--- src/rtl/calc_pkg.sv ---
// calc_pkg -- shared definitions for the calculator scheduler slice.
//
// Contents:
//   DW_DEFAULT  default operand width (result width is 2*DW)
//   OP_*        two-bit operation encoding used on req*_op
//   state_t     controller FSM state encoding
//
// Optional feature macro used by calc_sched: CALC_DIVZERO_ERR_EN
package calc_pkg;

  localparam int DW_DEFAULT = 6;

  localparam logic [1:0] OP_ADD = 2'b00;
  localparam logic [1:0] OP_SUB = 2'b01;
  localparam logic [1:0] OP_MUL = 2'b10;
  localparam logic [1:0] OP_DIV = 2'b11;

  typedef enum logic [1:0] {
    ST_IDLE = 2'd0,
    ST_EXEC = 2'd1,
    ST_DIV  = 2'd2,
    ST_RESP = 2'd3
  } state_t;

endpackage

--- src/rtl/calc_div_seq.sv ---
// calc_div_seq -- sequential restoring divider, one quotient bit per cycle.
//
// Ports:
//   clk, rst   clock and synchronous active-high reset
//   start      load dividend/divisor and begin a DW-cycle divide
//   dividend   DW-bit numerator (sampled on start)
//   divisor    DW-bit denominator (sampled on start)
//   done       high during the final iteration cycle
//   quotient   quotient after the current iteration (final when done=1)
//   remainder  remainder after the current iteration (final when done=1)
//
// The outputs are the combinational result of the step being performed this
// cycle, so the caller can capture the final answer on the same edge that
// completes the last iteration. A zero divisor needs no special case: every
// trial subtract succeeds, giving an all-ones quotient and remainder = dividend.
module calc_div_seq
  import calc_pkg::*;
#(
  parameter int DW = DW_DEFAULT
) (
  input  logic          clk,
  input  logic          rst,
  input  logic          start,
  input  logic [DW-1:0] dividend,
  input  logic [DW-1:0] divisor,
  output logic          done,
  output logic [DW-1:0] quotient,
  output logic [DW-1:0] remainder
);

  localparam int CW = (DW > 1) ? $clog2(DW) : 1;

  logic [DW-1:0] rem_q;
  logic [DW-1:0] quo_q;
  logic [DW-1:0] dvs_q;
  logic [CW-1:0] cnt_q;
  logic          active_q;

  logic [DW:0]   shifted;
  logic [DW-1:0] diff;
  logic          take;
  logic [DW-1:0] rem_next;
  logic [DW-1:0] quo_next;

  // quo_q doubles as the dividend shift register: its MSB feeds the partial
  // remainder while quotient bits enter at the LSB. When the trial subtract
  // succeeds the true difference is below the divisor, so DW bits suffice.
  always_comb begin
    shifted  = {rem_q, quo_q[DW-1]};
    diff     = shifted[DW-1:0] - dvs_q;
    take     = (shifted >= {1'b0, dvs_q});
    rem_next = take ? diff : shifted[DW-1:0];
    quo_next = {quo_q[DW-2:0], take};
  end

  assign done      = active_q && (cnt_q == CW'(DW - 1));
  assign quotient  = quo_next;
  assign remainder = rem_next;

  always_ff @(posedge clk) begin
    if (rst) begin
      rem_q    <= '0;
      quo_q    <= '0;
      dvs_q    <= '0;
      cnt_q    <= '0;
      active_q <= 1'b0;
    end else if (start) begin
      rem_q    <= '0;
      quo_q    <= dividend;
      dvs_q    <= divisor;
      cnt_q    <= '0;
      active_q <= 1'b1;
    end else if (active_q) begin
      rem_q <= rem_next;
      quo_q <= quo_next;
      cnt_q <= cnt_q + CW'(1);
      if (done) begin
        active_q <= 1'b0;
      end
    end
  end

endmodule

--- src/rtl/calc_sched.sv ---
// calc_sched -- round-robin sequencer sharing one add/sub/mul/div unit
// between two requesters, returning one tagged result at a time.
//
// Ports:
//   clk, rst                    clock, synchronous active-high reset
//   reqN_valid / reqN_ready     request handshake for requester N (0 or 1)
//   reqN_op, reqN_a, reqN_b     operation (00 add, 01 sub, 10 mul, 11 div), operands
//   rsp_valid / rsp_ready       response handshake
//   rsp_id                      requester that issued the result
//   rsp_data                    2*DW-bit result (divide: {remainder, quotient})
//   rsp_err                     divide-by-zero flag (only with CALC_DIVZERO_ERR_EN)
//   busy                        high whenever the FSM is not IDLE
//
// Configuration macro: CALC_DIVZERO_ERR_EN -- when defined, a divide by zero
// bypasses the divider, returns zero data and raises rsp_err.
module calc_sched
  import calc_pkg::*;
#(
  parameter int DW = DW_DEFAULT
) (
  input  logic            clk,
  input  logic            rst,
  input  logic            req0_valid,
  output logic            req0_ready,
  input  logic [1:0]      req0_op,
  input  logic [DW-1:0]   req0_a,
  input  logic [DW-1:0]   req0_b,
  input  logic            req1_valid,
  output logic            req1_ready,
  input  logic [1:0]      req1_op,
  input  logic [DW-1:0]   req1_a,
  input  logic [DW-1:0]   req1_b,
  output logic            rsp_valid,
  input  logic            rsp_ready,
  output logic            rsp_id,
  output logic [2*DW-1:0] rsp_data,
`ifdef CALC_DIVZERO_ERR_EN
  output logic            rsp_err,
`endif
  output logic            busy
);

  state_t state;
  state_t state_next;

  logic            ptr;
  logic            grant0;
  logic            grant1;
  logic            accept;
  logic            sel_id;
  logic [1:0]      sel_op;
  logic [DW-1:0]   sel_a;
  logic [DW-1:0]   sel_b;
  logic            sel_divzero;
  logic            div_start;

  logic [1:0]      op_q;
  logic [DW-1:0]   a_q;
  logic [DW-1:0]   b_q;
  logic            id_q;
  logic [2*DW-1:0] exec_result;

  logic            div_done;
  logic [DW-1:0]   div_quo;
  logic [DW-1:0]   div_rem;

  // ptr holds the last granted requester; on a tie the other one wins.
  always_comb begin
    grant0 = 1'b0;
    grant1 = 1'b0;
    if (state == ST_IDLE) begin
      grant0 = req0_valid && (!req1_valid || ptr);
      grant1 = req1_valid && (!req0_valid || !ptr);
    end
  end

  assign accept     = grant0 | grant1;
  assign sel_id     = grant1;
  assign sel_op     = grant1 ? req1_op : req0_op;
  assign sel_a      = grant1 ? req1_a  : req0_a;
  assign sel_b      = grant1 ? req1_b  : req0_b;
  assign req0_ready = grant0;
  assign req1_ready = grant1;

`ifdef CALC_DIVZERO_ERR_EN
  assign sel_divzero = (sel_b == '0);
`else
  assign sel_divzero = 1'b0;
`endif

  // The divider loads straight from the request mux so its DW iterations
  // begin on the cycle after acceptance.
  assign div_start = accept && (sel_op == OP_DIV) && !sel_divzero;

  always_ff @(posedge clk) begin
    if (rst) begin
      state <= ST_IDLE;
    end else begin
      state <= state_next;
    end
  end

  always_comb begin
    state_next = state;
    case (state)
      ST_IDLE: if (accept)    state_next = div_start ? ST_DIV : ST_EXEC;
      ST_EXEC:                state_next = ST_RESP;
      ST_DIV:  if (div_done)  state_next = ST_RESP;
      ST_RESP: if (rsp_ready) state_next = ST_IDLE;
      default:                state_next = ST_IDLE;
    endcase
  end

  assign rsp_valid = (state == ST_RESP);
  assign busy      = (state != ST_IDLE);

  // Subtraction in the full 2*DW width is the sign-extended DW+1 bit
  // difference. A divide only reaches EXEC when it is a trapped divide by
  // zero, which returns zero.
  always_comb begin
    exec_result = '0;
    case (op_q)
      OP_ADD:  exec_result = (2*DW)'(a_q) + (2*DW)'(b_q);
      OP_SUB:  exec_result = (2*DW)'(a_q) - (2*DW)'(b_q);
      OP_MUL:  exec_result = (2*DW)'(a_q) * (2*DW)'(b_q);
      default: exec_result = '0;
    endcase
  end

  always_ff @(posedge clk) begin
    if (rst) begin
      ptr      <= 1'b1;
      op_q     <= '0;
      a_q      <= '0;
      b_q      <= '0;
      id_q     <= 1'b0;
      rsp_id   <= 1'b0;
      rsp_data <= '0;
    end else begin
      if (accept) begin
        op_q <= sel_op;
        a_q  <= sel_a;
        b_q  <= sel_b;
        id_q <= sel_id;
        ptr  <= sel_id;
      end
      if (state == ST_EXEC) begin
        rsp_data <= exec_result;
        rsp_id   <= id_q;
      end else if ((state == ST_DIV) && div_done) begin
        rsp_data <= {div_rem, div_quo};
        rsp_id   <= id_q;
      end
    end
  end

`ifdef CALC_DIVZERO_ERR_EN
  always_ff @(posedge clk) begin
    if (rst) begin
      rsp_err <= 1'b0;
    end else if (state == ST_EXEC) begin
      rsp_err <= (op_q == OP_DIV);
    end else if ((state == ST_DIV) && div_done) begin
      rsp_err <= 1'b0;
    end
  end
`endif

  calc_div_seq #(
    .DW(DW)
  ) u_div (
    .clk       (clk),
    .rst       (rst),
    .start     (div_start),
    .dividend  (sel_a),
    .divisor   (sel_b),
    .done      (div_done),
    .quotient  (div_quo),
    .remainder (div_rem)
  );

endmodule
--- config.mk ---
export PLATFORM = sky130hd
export DESIGN_NAME = calc_sched
export DESIGN_NICKNAME = d
export VERILOG_FILES = /design/src/rtl/calc_pkg.sv /design/src/rtl/calc_div_seq.sv /design/src/rtl/calc_sched.sv
export SDC_FILE = /design/constraint.sdc
export NUM_CORES = 1
export LEC_CHECK = 0
export ABC_AREA = 0
export BUFFER_PORTS_ARGS = -buffer_cell sky130_fd_sc_hd__buf_2
export CAP_MARGIN = 20
export CORE_ASPECT_RATIO = 0.8
export CORE_MARGIN = 3
export CORE_UTILIZATION = 40
export DETAILED_ROUTE_END_ITERATION = 10
export GPL_TIMING_DRIVEN = 0
export HOLD_SLACK_MARGIN = 0.1
export SYNTH_ARGS = -nofsm -noshare
export SYNTH_HDL_FRONTEND = slang
export SYNTH_SLANG_ARGS = --single-unit
--- constraint.sdc ---
create_clock -name clk -period 4.7 [get_ports clk]
set_input_delay 0.705 -clock clk [delete_from_list [all_inputs] [get_ports clk]]
set_output_delay 0.705 -clock clk [all_outputs]
set_load 0.01 [all_outputs]
==> impl_summary.md, run 1 <==
Run status
The flow ran to the end, and the final reports show no timing, DRC or antenna violations.

Min path
The capture endpoint of the worst hold path is rsp_data[7]. The worst hold path begins at rsp_data[7]. The class of the most critical hold timing path is flip-flop to flip-flop. The worst hold path passes through 2 cells.

Logic synthesis
After synthesis, the largest family of logic cells by area is adder cells. Counting instances in the post-synthesis netlist gives the leading cell types as 70 x sky130_fd_sc_hd__nor2_1, 57 x sky130_fd_sc_hd__inv_1, 53 x sky130_fd_sc_hd__dfxtp_1, 44 x sky130_fd_sc_hd__ha_1, 39 x sky130_fd_sc_hd__nand2_1. Synthesis produced a netlist whose cell count is 519. Averaged over all synthesized cells, the footprint is 8.30 um2. Among all cell types in the netlist, the one instantiated most often is sky130_fd_sc_hd__nor2_1. The synthesized-area fraction occupied by ao, oa, aoi and oai cells was 0.196. The share of synthesized area in the top cell type comes to 0.246. In the synthesized netlist the async set-or-reset flop fraction comes to 0.

By area the synthesized netlist is led by sky130_fd_sc_hd__dfxtp_1 25%, sky130_fd_sc_hd__ha_1 13%, sky130_fd_sc_hd__fa_1 9.3%. Of the total synthesized cell area, the portion taken by full adders, half adders and majority gates is 0.221. After synthesis, the share of cell area in mux cells is 0.0561. The xor and xnor fraction of the mapped netlist area is 0.0244. The biggest area consumer among synthesized cells is sky130_fd_sc_hd__dfxtp_1. The register bit total from synthesis is 53. For this run, the number of Yosys warnings is 0. The number of different library cells used by synthesis comes to 56. The area of the mapped netlist is 4310 um2. For this run, the leading register cell type out of synthesis is sky130_fd_sc_hd__dfxtp_1. Of the total synthesized cell area, the portion taken by AND, OR, NAND and NOR gates is 0.184. The number of enable flip-flop cells after synthesis is 0. The post-synthesis sequential area ratio is 0.246. Counting every net in the synthesized netlist gives 616.

Final layout
In the final layout, the share of cells above drive strength 1 is 0.129. The post-route non-filler standard cell count is 715. The number of diodes is 0. The post-layout instance area is 4880 um2. The number of nets in the finished design is 671. Compared with the post-synthesis result, the final layout area differs by 13.2%.

STA
The final cycle utilization of the critical path is 0.897. The total negative slack is 0 ns. The total count of hold-check failures in the final report is 0.

The clock tree skew after final layout is 0.00710 ns. Timing would allow up to 0.237 GHz. The transition time at the pin with the least slew margin is 0.649 ns. The worst pin sits at a relative slew slack of 0.566.

The clock period could shrink to 4.21 ns. The number of max-slew violations in the final report is 0. Once routing completed, OpenROAD measured the worst setup slack at 0.486 ns. Setup violations remaining at the end of the flow were counted as 0.

Setup repair after global routing left no endpoint under its margin.

Place
The number of input and output port buffers inserted is 48. In this run the cell area measured after placement is 4720 um2. Once placement completed, the tool counted placed cells totaling 707. At the end of routability-driven placement, the weighted congestion stood at 0.864. The half-perimeter wire length after detailed placement is 9.29 mm. Timing analysis after detailed placement gives a worst setup slack of 0.563 ns.

Die
From left edge to right edge, the die measures 122 um. The starting utilization of the core area is 0.416. The die height is 98.8 um. The total die area is 12100 um2.

For this design the top-level I/O count stands at 50. The placeable core area is 10400 um2. In this run the core area contains 33 standard-cell rows.

Global route
Summed over all layers, the global routing overflow is 0. The first global-routing pass estimated 18.6 mm of wire. Entering global routing, the biggest net connects 18 pins. The number of global-route vias before repair is 3742. The initial antenna violation count came to 0. The global routing usage summed across all routing layers is 0.193.

Clock tree
Clock-pin slew was measured on the worst setup and hold paths at 0.07 ns. Counting the buffers created by CTS gives 5. Once the clock tree was built, the resizer swapped 0 gates to a different size.

Clock tree synthesis found a total of 53 sinks. The buffer levels on the longest clock path is 2. TritonCTS built the clock tree. The hold buffer count at CTS is 0. The clock tree synthesis step divided the H-tree into 2 levels. The insertion delay of the later-clocked pin in the worst-skew pair is 0.29 ns.

The buffer cell driving the clock tree root is sky130_fd_sc_hd__clkbuf_16. Once the clock tree was built, the setup fixing pass inserted 0 buffers.

Worst setup path
The data required time at the worst endpoint is 4.88 ns. Counting cells, the worst reg-to-reg path comes to 11. The critical register-to-register path startpoint is a_q[3]. The maximum fanout encountered on the critical timing path is 8.

The worst endpoint data arrival time is 4.40 ns. The critical path in this run is classified as flip-flop to flip-flop. The kind of capture point of the worst setup path is a flip-flop.

STA classifies the critical path startpoint as a flip-flop. In this run the critical register-to-register path is captured at rsp_data[6]. Setup slack on the worst reg-to-reg path comes out at 0.49 ns.

Power and ir drop
The worst ir drop on vdd is 241 uV. The static power due to leakage is 2.19 nW. For this design the ratio of total power to cell area is 540 nW/um2.

Detailed routing
The detailed-route wire length per cell is 15.9 um. The routed wire length is 11.3 mm. The final antenna-violating net count is 0. The pre-antenna-repair detailed-routing pass consisted of 4 iterations. After detailed routing, the number of vias per cell comes to 5.28. After detailed routing, the number of remaining DRC violations is 0. The via count of the routed design is 3777. The iteration-0 DRC count of the detailed router is 205.

Run
The tool flagged a number of max-cap violations equal to 0.
worst max path at each step:
stage | start | end | slack, ns | cells past startpoint
after global routing | a_q[3] | rsp_data[6] | 0.31 | 11
after detailed placement | a_q[3] | rsp_data[6] | 0.56 | 11
after global placement | a_q[3] | rsp_data[6] | 0.55 | 11
final | a_q[3] | rsp_data[6] | 0.49 | 11
after floorplan | a_q[1] | rsp_data[6] | 1.03 | 11
after CTS | a_q[3] | rsp_data[6] | 0.54 | 11
stage by stage:
stage               hold slack (ns)  total power, mW  utilization
global placement              0.459             2.23        0.456
CTS                           0.470             2.64        0.471
floorplan                     0.450             1.83            -
finish                        0.467             2.63        0.471
detailed placement            0.459             2.25        0.456
global route                  0.485             2.88        0.471
flip-flops by register name, summed over array words and instances, names as in the netlist, 2 cells and up:
name         cells
u_div.quo_q      6
state            2
a_q              6
op_q             2
u_div.rem_q      6
rsp_data        12
b_q              6
u_div.dvs_q      6
u_div.cnt_q      3
power breakdown:
group / internal [mW] / switching (mW) / total [mW]
logic: 0.627 / 0.917 / 1.54
registers: 0.569 / 0.139 / 0.709
clock network: 0.214 / 0.167 / 0.381
total: 1.41 / 1.22 / 2.63
worst max-delay path: stages (launching register included):
cell	delay, ns
sky130_fd_sc_hd__dfxtp_1	0.51
sky130_fd_sc_hd__ha_1	0.32
sky130_fd_sc_hd__fa_1	0.48
sky130_fd_sc_hd__fa_1	0.55
sky130_fd_sc_hd__inv_1	0.06
sky130_fd_sc_hd__fa_1	0.58
sky130_fd_sc_hd__inv_1	0.06
sky130_fd_sc_hd__ha_1	0.32
sky130_fd_sc_hd__nor3b_1	0.45
sky130_fd_sc_hd__nor2_1	0.07
sky130_fd_sc_hd__a221o_1	0.38
sky130_fd_sc_hd__a221o_1	0.33
routing by layer:
metal | up-vias | track usage | part of all wire
met5 | - | 0 | 0
met4 | 0 | 0.0310 | 0.0090
met3 | 9 | 0.0425 | 0.072
met2 | 110 | 0.285 | 0.41
met1 | 1751 | 0.292 | 0.51
li1 | 1907 | - | -
kinds of logic (layout without fill, tap and decap cells):
group | after synthesis | after routing
flops | 53 | 53
fa+ha+maj | 64 | 64
compound gates | 115 | 115
simple gates | 172 | 172
mux | 24 | 24
buf+inv | 79 | 135
xor+xnor | 12 | 12
layout by cell type (no fill, tap or decap), drive strengths merged, types with 11 or more instances in the layout:
| master | n |
|---|---|
| and2 | 15 |
| a21oi | 22 |
| nand3 | 11 |
| nor2 | 70 |
| o21ai | 14 |
| mux2i | 23 |
| ha | 44 |
| buf | 58 |
| inv | 59 |
| a211oi | 37 |
| dfxtp | 53 |
| fa | 20 |
| clkbuf | 16 |
| nand2 | 39 |
area by class of cell:
| class | count | area (um2) |
|---|---|---|
| clock inverter | 2 | 16.3 |
| clock buffer | 6 | 139 |
| sequential | 53 | 1060 |
| timing repair buffer | 48 | 240 |
| fill | 1042 | 5490 |
| buffer | 20 | 90.1 |
| multi-input combinational | 387 | 2930 |
| inverter | 59 | 223 |
| tap | 140 | 175 |
Note: power is estimated with default switching activity, not from simulation.
==> run 2, diff against run 1 <==
--- a/config.mk
+++ b/config.mk
@@ -6,7 +6,7 @@
 export NUM_CORES = 1
 export LEC_CHECK = 0
 export ABC_AREA = 0
-export BUFFER_PORTS_ARGS = -buffer_cell sky130_fd_sc_hd__buf_2
+export BUFFER_PORTS_ARGS = -buffer_cell sky130_fd_sc_hd__clkbuf_2
 export CAP_MARGIN = 20
 export CORE_ASPECT_RATIO = 0.8
 export CORE_MARGIN = 3
==> run 2 against run 1 <==
Worst setup slack gained 0.079 ns. Non-clock buffer count did not move. Power decreased by 0.18%. Final area is essentially flat. Utilization hardly changed. Critical endpoint unchanged.
==> impl_summary.md, run 2 (synthesis results as in run 1) <==
Run status
The run finished with clean final reports.

Power and ir drop
The combinational fraction of design power is 0.584. Of the total power, registers draw 0.270. In this run the power density over the cells is 539 nW/um2. The worst ir drop on vdd is 331 uV.

The share of total power dissipated in the clock network is 0.146. The power dissipated by switching net loads is 1.22 mW. The total internal power is 1.41 mW. Summed over all cells, the static leakage comes to 2.19 nW. Of the total power, the share spent switching nets is 0.464.

Final layout
The post-layout instance area is 4880 um2. The register bank with the most flops is rsp_data. The number of nets in the finished design is 671.

The filler cells instantiated in the layout total 1035. Leaving out fill and tap cells, the most frequent cell in the layout is sky130_fd_sc_hd__nor2_1. The post-route non-filler standard cell count is 715. The area growth from synthesis to layout is 13.3%. In the layout the commonest cells are 70 x sky130_fd_sc_hd__nor2_1, 57 x sky130_fd_sc_hd__inv_1, 53 x sky130_fd_sc_hd__dfxtp_1. In the final layout, the share of cells above drive strength 1 is 0.129. The number of flip-flops in the largest register is 12. The number of diodes is 0.

Worst setup path
The worst setup path is launched from a flip-flop. Setup slack on the worst reg-to-reg path comes out at 0.56 ns. The worst register-to-register path ends at rsp_data[6]. The critical path in this run is classified as flip-flop to flip-flop.

The number of cell instances on the worst register-to-register path is 11. The worst endpoint data arrival time is 4.32 ns. In this run the worst path has a maximum fanout of 8. Data on the critical path is required at its endpoint by 4.88 ns. In this run the critical register-to-register path is launched from a_q[3]. STA classifies the critical path endpoint as a flip-flop.

Clock tree
The clock-pin slew on the worst setup and hold paths is 0.07 ns. The TritonCTS clock tree is yes. Buffers added to address setup during post-CTS repair amount to 0. The cell sitting at the root of the clock tree is a sky130_fd_sc_hd__clkbuf_16. The total of cells resized after clock tree synthesis is 0. The clock sink total is 53.

The clock passes through at most 2 buffers. The H-tree was split into 2 levels. For this design, the CTS-stage hold fixing added 0 buffers. The insertion delay of the later-clocked pin in the worst-skew pair is 0.29 ns. TritonCTS created 5 clock buffers.

STA
The total count of hold-check failures in the final report is 0. In this run the tightest slew margin relative to its limit is 0.596. The number of max-slew violations in the final report is 0. For the final database, setup skew stands at 0.00618 ns. The transition time at the pin with the least slew margin is 0.604 ns. The smallest setup slack after layout is 0.565 ns.

After routing, the total negative slack on setup checks comes to 0 ns. Of the available clock period, the critical path in the final layout requires 0.880. Counting I/O delays and the setup requirement, the final critical path takes 4.14 ns.

Setup violations remaining at the end of the flow were counted as 0. Final hold analysis gives a worst-case slack of 0.476 ns. The achievable clock frequency is 0.242 GHz. Setup repair after global routing left no endpoint under its margin.

Die
The number of primary I/O pins is 50. The total die area is 12100 um2. For this configuration, the core starts out at a cell density of 0.416. The floorplan row count is 33. The placeable core area is 10400 um2. The die is 98.8 um tall. From left edge to right edge, the die measures 122 um.

Place
Once placement finished, the instance area stood at 4720 um2. The final weighted congestion in routability-driven placement is 0.858. After detailed placement, the design holds a cell count of 707. The HPWL after detailed placement is 9.23 mm.

The number of input and output port buffers inserted is 48. The worst slack after detailed placement is 0.589 ns.

Detailed routing
The final antenna-violating net count is 0. The average via count per standard cell is 5.29. In the routed design, unresolved DRC markers number 0. The first TritonRoute pass finished after 5 iterations. The via count of the routed design is 3781. The final layout contains routed wiring with a total length of 11.2 mm. The detailed-route wire length per cell is 15.7 um.

The iteration-0 DRC count of the detailed router is 326.

Min path
The startpoint of the worst hold path is rsp_data[7]. Counting instances, the worst hold path has a depth of 2. The class of the most critical hold timing path is flip-flop to flip-flop. The capture endpoint of the worst hold path is rsp_data[7].

Global route
The number of global-route vias before repair came to 3559. The global-route congestion overflow total is 0. Across every metal layer, demand over resource in global routing totals 0.195. Entering global routing, the biggest net connects 18 pins. The first global-routing pass estimated 18.5 mm of wire. The initial antenna violation count was 0.

Run
The count of max-cap constraint violations is 0.
run 2: critical path, cell delays in order, from the launching register on:
cell and delay, ns:
sky130_fd_sc_hd__dfxtp_1 0.50, sky130_fd_sc_hd__ha_1 0.30, sky130_fd_sc_hd__fa_1 0.47, sky130_fd_sc_hd__fa_1 0.55, sky130_fd_sc_hd__inv_1 0.05, sky130_fd_sc_hd__fa_1 0.57, sky130_fd_sc_hd__inv_1 0.05, sky130_fd_sc_hd__ha_1 0.32
sky130_fd_sc_hd__nor3b_1 0.43, sky130_fd_sc_hd__nor2_1 0.07, sky130_fd_sc_hd__a221o_1 0.38, sky130_fd_sc_hd__a221o_1 0.32
run 2: worst max-delay path by stage:
| stage | slack [ns] | startpoint | end | depth (start not counted) |
|---|---|---|---|---|
| finish | 0.56 | a_q[3] | rsp_data[6] | 11 |
| detailed placement | 0.59 | a_q[3] | rsp_data[6] | 11 |
| global placement | 0.57 | a_q[3] | rsp_data[6] | 11 |
| CTS | 0.57 | a_q[3] | rsp_data[6] | 11 |
| global route | 0.32 | a_q[3] | rsp_data[6] | 11 |
| floorplan | 1.03 | a_q[1] | rsp_data[6] | 11 |
run 2: layer usage:
metal | vias to the layer above | track usage | wire length [um]
met1 | 1762 | 0.304 | 5720
met4 | 0 | 0.0284 | 37
li1 | 1906 | - | -
met2 | 109 | 0.283 | 4700
met5 | - | 0 | 0
met3 | 4 | 0.0373 | 743
run 2: cell type report:
cell class,count,area (um2),share of cell area
clock inverter,2,17.5,0.00359
buffer,20,90.1,0.0185
sequential,53,1060,0.217
inverter,59,223,0.0457
multi-input combinational,387,2930,0.601
tap,140,175,0.0359
clock buffer,6,139,0.0285
timing repair buffer,48,240,0.0492
run 2: power by group through the flow:
stage / combinational [mW] / sequential [mW] / clock, mW
after floorplan: 1.15 / 0.681 / 0
after CTS: 1.54 / 0.709 / 0.392
after global routing: 1.74 / 0.731 / 0.415
final: 1.54 / 0.710 / 0.384
after global placement: 1.51 / 0.719 / 0
after detailed placement: 1.53 / 0.719 / 0
run 2: metrics by stage:
stage                util  power, mW
floorplan               -       1.83
global placement    0.456       2.23
detailed placement  0.456       2.25
CTS                 0.471       2.64
global route        0.471       2.88
finish              0.471       2.63
